### src/rtl/rv32i_instr_encoder.sv
// Streaming RV32I instruction encoder: one request per handshake in, one encoded
// word plus sequential word address out, framed by a start/last run FSM.
// Optional build macro IMM_RANGE_CHECK_EN: drop requests whose immediate does not
// fit its format and report them on the sticky err_range output.
module rv32i_instr_encoder #(
    parameter int unsigned        ADDR_W    = 32,
    parameter logic [ADDR_W-1:0] BASE_ADDR = '0
) (
    input  logic              clk,
    input  logic              rstn,
    input  logic              start,
    input  logic              in_valid,
    output logic              in_ready,
    input  logic [5:0]        in_mnem,
    input  logic [4:0]        in_rd,
    input  logic [4:0]        in_rs1,
    input  logic [4:0]        in_rs2,
    input  logic [31:0]       in_imm,
    input  logic              in_last,
    output logic              out_valid,
    input  logic              out_ready,
    output logic [31:0]       out_instr,
    output logic [ADDR_W-1:0] out_addr,
    output logic              done,
    output logic              err_illegal,
`ifdef IMM_RANGE_CHECK_EN
    output logic              err_range,
`endif
    output logic [15:0]       word_cnt
);

    localparam logic [6:0] OP_LUI    = 7'h37;
    localparam logic [6:0] OP_AUIPC  = 7'h17;
    localparam logic [6:0] OP_IMM    = 7'h13;
    localparam logic [6:0] OP_REG    = 7'h33;
    localparam logic [6:0] OP_JAL    = 7'h6F;
    localparam logic [6:0] OP_JALR   = 7'h67;
    localparam logic [6:0] OP_BRANCH = 7'h63;
    localparam logic [6:0] OP_LOAD   = 7'h03;
    localparam logic [6:0] OP_STORE  = 7'h23;
    localparam logic [6:0] F7_ALT    = 7'b0100000;

    typedef enum logic [1:0] {IDLE, RUN, DRAIN, DONE} state_t;
    typedef enum logic [2:0] {FMT_U, FMT_I, FMT_SH, FMT_R, FMT_S, FMT_B, FMT_J} fmt_t;

    state_t      state_q, state_d;
    fmt_t        fmt;
    logic [6:0]  opc;
    logic [2:0]  f3;
    logic [6:0]  f7;
    logic        legal;
    logic        drop;
    logic [31:0] enc;
    logic        accept;
    logic        out_hs;
    logic        run_start;
`ifdef IMM_RANGE_CHECK_EN
    logic        range_err;
    logic        fits12, fits13, fits21;
`endif

    // Mnemonic to format, opcode and function fields
    always_comb begin
        fmt   = FMT_R;
        opc   = OP_REG;
        f3    = 3'd0;
        f7    = 7'd0;
        legal = 1'b1;
        case (in_mnem)
            6'd0:  begin fmt = FMT_U;  opc = OP_LUI;   end
            6'd1:  begin fmt = FMT_U;  opc = OP_AUIPC; end
            6'd2:  begin fmt = FMT_I;  opc = OP_IMM; f3 = 3'd0; end
            6'd3:  begin fmt = FMT_I;  opc = OP_IMM; f3 = 3'd2; end
            6'd4:  begin fmt = FMT_I;  opc = OP_IMM; f3 = 3'd3; end
            6'd5:  begin fmt = FMT_I;  opc = OP_IMM; f3 = 3'd4; end
            6'd6:  begin fmt = FMT_I;  opc = OP_IMM; f3 = 3'd6; end
            6'd7:  begin fmt = FMT_I;  opc = OP_IMM; f3 = 3'd7; end
            6'd8:  begin fmt = FMT_SH; opc = OP_IMM; f3 = 3'd1; end
            6'd9:  begin fmt = FMT_SH; opc = OP_IMM; f3 = 3'd5; end
            6'd10: begin fmt = FMT_SH; opc = OP_IMM; f3 = 3'd5; f7 = F7_ALT; end
            6'd11: begin f3 = 3'd0; end
            6'd12: begin f3 = 3'd0; f7 = F7_ALT; end
            6'd13: begin f3 = 3'd1; end
            6'd14: begin f3 = 3'd2; end
            6'd15: begin f3 = 3'd3; end
            6'd16: begin f3 = 3'd4; end
            6'd17: begin f3 = 3'd5; end
            6'd18: begin f3 = 3'd5; f7 = F7_ALT; end
            6'd19: begin f3 = 3'd6; end
            6'd20: begin f3 = 3'd7; end
            6'd21: begin fmt = FMT_J;  opc = OP_JAL;  end
            6'd22: begin fmt = FMT_I;  opc = OP_JALR; f3 = 3'd0; end
            6'd23: begin fmt = FMT_B;  opc = OP_BRANCH; f3 = 3'd0; end
            6'd24: begin fmt = FMT_B;  opc = OP_BRANCH; f3 = 3'd1; end
            6'd25: begin fmt = FMT_B;  opc = OP_BRANCH; f3 = 3'd4; end
            6'd26: begin fmt = FMT_B;  opc = OP_BRANCH; f3 = 3'd5; end
            6'd27: begin fmt = FMT_B;  opc = OP_BRANCH; f3 = 3'd6; end
            6'd28: begin fmt = FMT_B;  opc = OP_BRANCH; f3 = 3'd7; end
            6'd29: begin fmt = FMT_I;  opc = OP_LOAD;  f3 = 3'd0; end
            6'd30: begin fmt = FMT_I;  opc = OP_LOAD;  f3 = 3'd1; end
            6'd31: begin fmt = FMT_I;  opc = OP_LOAD;  f3 = 3'd2; end
            6'd32: begin fmt = FMT_I;  opc = OP_LOAD;  f3 = 3'd4; end
            6'd33: begin fmt = FMT_I;  opc = OP_LOAD;  f3 = 3'd5; end
            6'd34: begin fmt = FMT_S;  opc = OP_STORE; f3 = 3'd0; end
            6'd35: begin fmt = FMT_S;  opc = OP_STORE; f3 = 3'd1; end
            6'd36: begin fmt = FMT_S;  opc = OP_STORE; f3 = 3'd2; end
            default: legal = 1'b0;
        endcase
    end

    // Field packing per instruction format
    always_comb begin
        enc = 32'd0;
        case (fmt)
            FMT_U:  enc = {in_imm[31:12], in_rd, opc};
            FMT_I:  enc = {in_imm[11:0], in_rs1, f3, in_rd, opc};
            FMT_SH: enc = {f7, in_imm[4:0], in_rs1, f3, in_rd, opc};
            FMT_R:  enc = {f7, in_rs2, in_rs1, f3, in_rd, opc};
            FMT_S:  enc = {in_imm[11:5], in_rs2, in_rs1, f3, in_imm[4:0], opc};
            FMT_B:  enc = {in_imm[12], in_imm[10:5], in_rs2, in_rs1, f3,
                           in_imm[4:1], in_imm[11], opc};
            FMT_J:  enc = {in_imm[20], in_imm[10:1], in_imm[11], in_imm[19:12], in_rd, opc};
            default: enc = 32'd0;
        endcase
    end

`ifdef IMM_RANGE_CHECK_EN
    // Immediate representability in the selected format
    always_comb begin
        fits12    = (&in_imm[31:11]) | ~(|in_imm[31:11]);
        fits13    = (&in_imm[31:12]) | ~(|in_imm[31:12]);
        fits21    = (&in_imm[31:20]) | ~(|in_imm[31:20]);
        range_err = 1'b0;
        case (fmt)
            FMT_I, FMT_S: range_err = ~fits12;
            FMT_B:        range_err = ~fits13 | in_imm[0];
            FMT_J:        range_err = ~fits21 | in_imm[0];
            FMT_U:        range_err = |in_imm[11:0];
            FMT_SH:       range_err = |in_imm[31:5];
            default:      range_err = 1'b0;
        endcase
        drop = ~legal | range_err;
    end
`else
    // Only unknown mnemonics are dropped; immediates are truncated to their fields
    always_comb drop = ~legal;
`endif

    // Run FSM state register
    always_ff @(posedge clk or negedge rstn) begin
        if (!rstn) state_q <= IDLE;
        else       state_q <= state_d;
    end

    // Run FSM next state and handshake decode
    always_comb begin
        state_d   = state_q;
        in_ready  = (state_q == RUN) && (!out_valid || out_ready);
        accept    = in_valid && in_ready;
        out_hs    = out_valid && out_ready;
        run_start = (state_q == IDLE) && start;
        case (state_q)
            IDLE:    if (start) state_d = RUN;
            RUN:     if (accept && in_last) state_d = DRAIN;
            DRAIN:   if (!out_valid || out_ready) state_d = DONE;
            DONE:    state_d = IDLE;
            default: state_d = IDLE;
        endcase
    end

    // Output word register, address/count tracking and sticky error flags
    always_ff @(posedge clk or negedge rstn) begin
        if (!rstn) begin
            out_valid   <= 1'b0;
            out_instr   <= 32'd0;
            out_addr    <= BASE_ADDR;
            done        <= 1'b0;
            err_illegal <= 1'b0;
            word_cnt    <= 16'd0;
`ifdef IMM_RANGE_CHECK_EN
            err_range   <= 1'b0;
`endif
        end else begin
            done <= (state_d == DONE);
            if (accept && !drop) begin
                out_valid <= 1'b1;
                out_instr <= enc;
            end else if (out_hs) begin
                out_valid <= 1'b0;
            end
            if (run_start) begin
                out_addr    <= BASE_ADDR;
                word_cnt    <= 16'd0;
                err_illegal <= 1'b0;
`ifdef IMM_RANGE_CHECK_EN
                err_range   <= 1'b0;
`endif
            end else begin
                if (out_hs) begin
                    out_addr <= out_addr + ADDR_W'(4);
                    if (word_cnt != 16'hFFFF) word_cnt <= word_cnt + 16'd1;
                end
                if (accept && !legal) err_illegal <= 1'b1;
`ifdef IMM_RANGE_CHECK_EN
                if (accept && legal && range_err) err_range <= 1'b1;
`endif
            end
        end
    end

endmodule

### config.mk
export PLATFORM = sky130hd
export DESIGN_NAME = rv32i_instr_encoder
export DESIGN_NICKNAME = d
export VERILOG_FILES = /design/src/rtl/rv32i_instr_encoder.sv
export SDC_FILE = /design/constraint.sdc
export NUM_CORES = 1
export LEC_CHECK = 0
export BUFFER_PORTS_ARGS = -buffer_cell sky130_fd_sc_hd__buf_2
export CAP_MARGIN = 40
export CORE_ASPECT_RATIO = 0.6
export CORE_UTILIZATION = 52
export CTS_CLUSTER_SIZE = 14
export DETAILED_ROUTE_END_ITERATION = 10
export PLACE_DENSITY = 0.79
export SLEW_MARGIN = 10
export SYNTH_ARGS = -nofsm -noshare
export SYNTH_HDL_FRONTEND = slang
export SYNTH_SLANG_ARGS = --single-unit
### constraint.sdc
create_clock -name clk -period 2.5 [get_ports clk]
set_input_delay 0.5 -clock clk [delete_from_list [all_inputs] [get_ports clk]]
set_output_delay 0.5 -clock clk [all_outputs]
set_load 0.01 [all_outputs]
# Yosys cells after proc, flatten, opt, wreduce, memory -nomap -nowiden
# Index checks and enable logic that the tools add are counted.
# word_totals
inputBits	59
ff_bits	85
romBits	0
latch_bits	0
mem_bits_rw	0
memories	0
output_inout_bits	84
wordCells	109
# classes
order_cmp	0
shift	0
div	0
n_bitwise	0
n_eq_ne	47
add_sub_neg	2
n_reduce_logical	34
n_mul	0
muxes	19
# op_table
operator	count
case mux 32 bit (7 select lines)	1
== test 6 x 5 -> 1 bit (second input constant)	16
two-way mux 32 bit	2
case mux 7 bit (8 select lines)	1
== test 6 x 4 -> 1 bit (second input constant)	8
two-way mux 16 bit	3
OR reduction 37 bit	1
adder 32 x 3 -> 32 bit (second input constant)	1
== test 6 bit (second input constant)	5
== test 6 x 3 -> 1 bit (second input constant)	4
case mux 3 bit (7 select lines)	1
case mux 3 bit (6 select lines)	1
adder 16 x 1 -> 16 bit (second input constant)	1
inequality test 16 bit (second input constant)	1
OR reduction 3 bit	5
== test 6 x 2 -> 1 bit (second input constant)	2
OR reduction 12 bit	1
OR reduction 6 bit	2
OR reduction 5 bit	2
== test 3 bit (second input constant)	3
OR reduction 9 bit	1
case mux 2 bit (4 select lines)	1
nonzero test 2 bit	4
OR reduction 4 bit	2
16 further kinds	33

# Logic depth before layout (Yosys ltp)
# logic_depth
depth_word	8
depth_mapped	8
mapped_depth_nobuf	6

# Worst setup path after synthesis
# Ideal clock, no wire load.
# synth_path
kind	input-to-reg
startpoint	input start
endpoint	register word_cnt[11]
stages	5
t_required_ps	2368
path_buffers	0
t_arrival_ps	1781
slack_ps	587
cell_sequence	nor3b_4 nor4b_1 a2111oi_0 xnor2_1 nor2_1
# synth_between
elab_chain_cells	3
elab_cells_between_ends	5
# synth_rtl
item	line	source
from (decl)	11	input logic start,
logical AND 1 bit *	161	run_start = (state_q == IDLE) && start;
nonzero test 2 bit (no source line)	--	
AND reduction 2 bit (no source line)	--	
to (signal assigned)	201	if (word_cnt != 16'hFFFF) word_cnt <= word_cnt + 16'd1;
to (decl)	29	output logic [15:0] word_cnt
# Mark *: on every way between the ends. The rest lies on a longest branch, timed or not.
# A chain may end at the register's enable or synchronous reset.

# Worst setup path after layout
# layout_path
startpoint	register state_q[0]
endpoint	register out_addr[29]
# layout_between
elab_chain_cells	3
elab_cells_between_ends	4
# layout_rtl
item	line	source
from (decl)	46	state_t state_q, state_d;
from (signal assigned)	152	else state_q <= state_d;
logical NOT 2 bit *	161	
logical AND 1 bit *	161	
two-way mux 32 bit / nonzero test 2 bit (equally long branches)	--	
to (signal assigned)	200	out_addr <= out_addr + ADDR_W'(4);
to (decl)	23	output logic [ADDR_W-1:0] out_addr,
# Marked as above.

==> impl_results.md <==
- Post-route setup TNS: 0 ps
- Initial antenna violation count: 0
- Post-layout util: 0.674
- Area of the multi-input gates: between 2000 and 2500 um2
- Outcome: finished, violations left
- Final count of pins violating max slew: 0
- GP Congestion: 0.903
- NetSw: 1.56 mW
- Min Hold Slack: 60.1 ps
- Sequential-to-total area share from yosys stat: 0.435
- Pin count of the biggest net entering global routing: 62
- CTS buffer count: 9
- Routed WL: 13.5 mm
- Setup Fix Bufs, Post-CTS: 0
- Met1 Resource Use GR: 0.451
- I/O Pins: 143
- Tot GR Track Use: 0.298
- Fin Clk Skew: 4.99 ps
- Sw Ratio: 0.351
- Crit path DAT: around 2400 ps
- Vias/cell: 6.00
- Dpl hpwl: slightly above 10 mm
- H-tree Lvls: 3
- Least-Margin Pin Slew: between 600 and 700 ps
- Crit path launch type: flop
- Port bufs: 140
- Wirelength per Cell: 17.3 um
- Tmin final: 2100 ps
- Pint: 2.88 mW
- Starting Density: 0.545
- Post-CTS sizing: 0
- Clock network fraction of total power: 0.279
- Core ar.: 8650 um2
- DRC violations left: 12
- HP Class: input port to asynchronous set/reset pin
- FF+latch count, synth: 82
- Remaining antenna violation count: 0
- CP Buf/Inv Count: 0
- Crit-path leading delay family: simple AND/OR/NAND/NOR gates
- Share of cells above drive strength 1: 0.284
- Total of max-cap violations: 0
- Failing checks: DRC
- Combinational group share of total power: 0.304
- Mapped Area: 4720 um2
- Crit-path max cell delay: 550 ps
- Crit-path cells: nor3b_4 > nor2_2 > or4_1 > or3_1 > a21oi_1
- Synthesized netlist cell count: around 530
- Grt met2 use: 0.418
- Later-pin clock latency in the skew report: 340 ps
- Ant diodes: 0
- Clock transition at path regs: around 60 ps
- Clock sinks: between 80 and 90
- FP Rows: 26
- Syn avg cell area: 8.93 um2
- Highest achievable clock rate: between 400 and 500 MHz
- Initial DRC Count: 458
- Layout overhead on the synthesized area: 23.6%
- Via count: 4,687
- Sequential Power Share: 0.417
- DIE WIDTH: about 120 um
- RSZ-0062 raised after global routing: false
- Busiest grt layer: met1
- VDD IR max: 489 uV
- Vias in the first global route: approximately 4.1k
- Final hold violations: 0
- Root Driver: clkbuf_16
- Clk buf depth: 2
- EDFF count, synth: 0
- Asr flop ratio synth: 1.00
- Nets: 726
- Pwr dens: about 760 nW/um2
- Die Y: 75.8 um
- Worst-path fanout max: 8
- Crit path required time: 2760 ps
- TritonCTS clock tree: done
- Slew HR: 0.537
- Ys flop type: dfrtp_1
- CP endpoint kind: flop
- Grt met3 use: 0.0737
- First-pass GRT wire length: 21.7 mm
- Drt pass-1 iters: 8
- Count of cell types in the netlist: 70
- P_leak: 2.77 nW
- # fillers: 686
- Slowest-stage cell, CP: or4_1
- Die area: 9470 um2
- Final setup fails: 0
- Final cycle utilization of the critical path: 0.839
- Grt total ovfl: 0
- Hold buffers post-CTS: 0
- Synth warnings: 0
- Register Area: 2050 um2
- Setup CP Type: flop to flop
-- cell usage after synthesis, types with 12 or more instances --
cell type  count  area share
nand3_1       20       0.021
o21ai_0       43       0.046
a21oi_1       25       0.027
nor3_1        14       0.015
dfrtp_1       82        0.44
inv_1         16       0.013
xor2_1        16       0.030
nor2_1        62       0.049
clkbuf_1      20       0.016
nand2_1       44       0.035
or3_1         12       0.016
a221oi_1      12       0.022
xnor2_1       15       0.028
-- metrics by stage --
step / total power [mW] / instances / area [um2] / setup WS, ps
after floorplan: 2.60 / 529 / 4720 / 587
after global placement: 3.16 / 766 / 5560 / 337
after detailed placement: 3.21 / 766 / 5560 / 240
after CTS: 4.46 / 781 / 5830 / 408
after global routing: 4.72 / 781 / 5830 / 288
final: 4.44 / 781 / 5830 / 403
-- flip-flops by register name, indices dropped and copies added (netlist names) --
signal and flops:
out_instr 31, out_addr 30, word_cnt 16, state_q 2, done 1, err_illegal 1
out_valid 1
-- cells by family (layout without fill, tap and decap cells) --
| family | after synthesis | after routing | synth area share |
|---|---|---|---|
| and+or+nand+nor | 221 | 221 | 0.248 |
| AOI/OAI and AO/OA | 130 | 130 | 0.183 |
| DFF | 82 | 82 | 0.435 |
| buffers and inverters | 51 | 191 | 0.0488 |
| xor gates and xnor gates | 31 | 31 | 0.0576 |
| muxes | 10 | 10 | 0.0215 |
| adders and majority gates | 2 | 2 | 0.00530 |
| other | 1 | 2 | 0.000795 |
-- final timing paths --
check                           slack (ps)            to  cells past startpoint          from
worst max register to register         400  out_addr[29]                      5    state_q[0]
max in group asynchronous             1810   out_addr[2]                      2          rstn
worst min-delay path                    60          done                      1          rstn
worst max-delay path                   400  out_addr[29]                      5    state_q[0]
min in group clk                       410    state_q[1]                      3       in_last
worst min register to register         470  out_instr[3]                      2  out_instr[3]
-- power groups by stage --
stage	combinational, mW	sequential, mW	clock [mW]
2_1_floorplan	0.646	1.96	0
3_3_place_gp	1.31	1.85	0
3_5_place_dp	1.35	1.86	0
4_1_cts	1.35	1.85	1.26
5_1_grt	1.50	1.89	1.33
6_report	1.35	1.85	1.24
-- area by class of cell --
type,instances,area share
inverter,16,0.0103
timing repair buffer,160,0.149
multi-input combinational,396,0.418
clock buffer,13,0.0446
clock inverter,2,0.00215
sequential,82,0.352
tap,112,0.0240
-- routing by layer --
metal,up-vias,part of all wire
li1,2178,-
met1,2234,0.49
met2,248,0.40
met3,27,0.096
met4,0,0.015
met5,-,0
-- cell usage in the layout, fill, tap and decap left out, types with 9 or more instances in the layout --
cell type  count
xor2_1        16
nand3_1       20
buf_2        139
a21oi_1       25
inv_1         16
nor3_1        14
o21ai_0       43
nand2_1       44
nor2_1        62
xnor2_1       15
dfrtp_1       82
buf_4         20
clkbuf_16      9
or3_1         12
mux2i_1        9
nand4_1       10
nand2b_1      10
a221oi_1      12
Note: power is estimated with default switching activity, not from simulation.
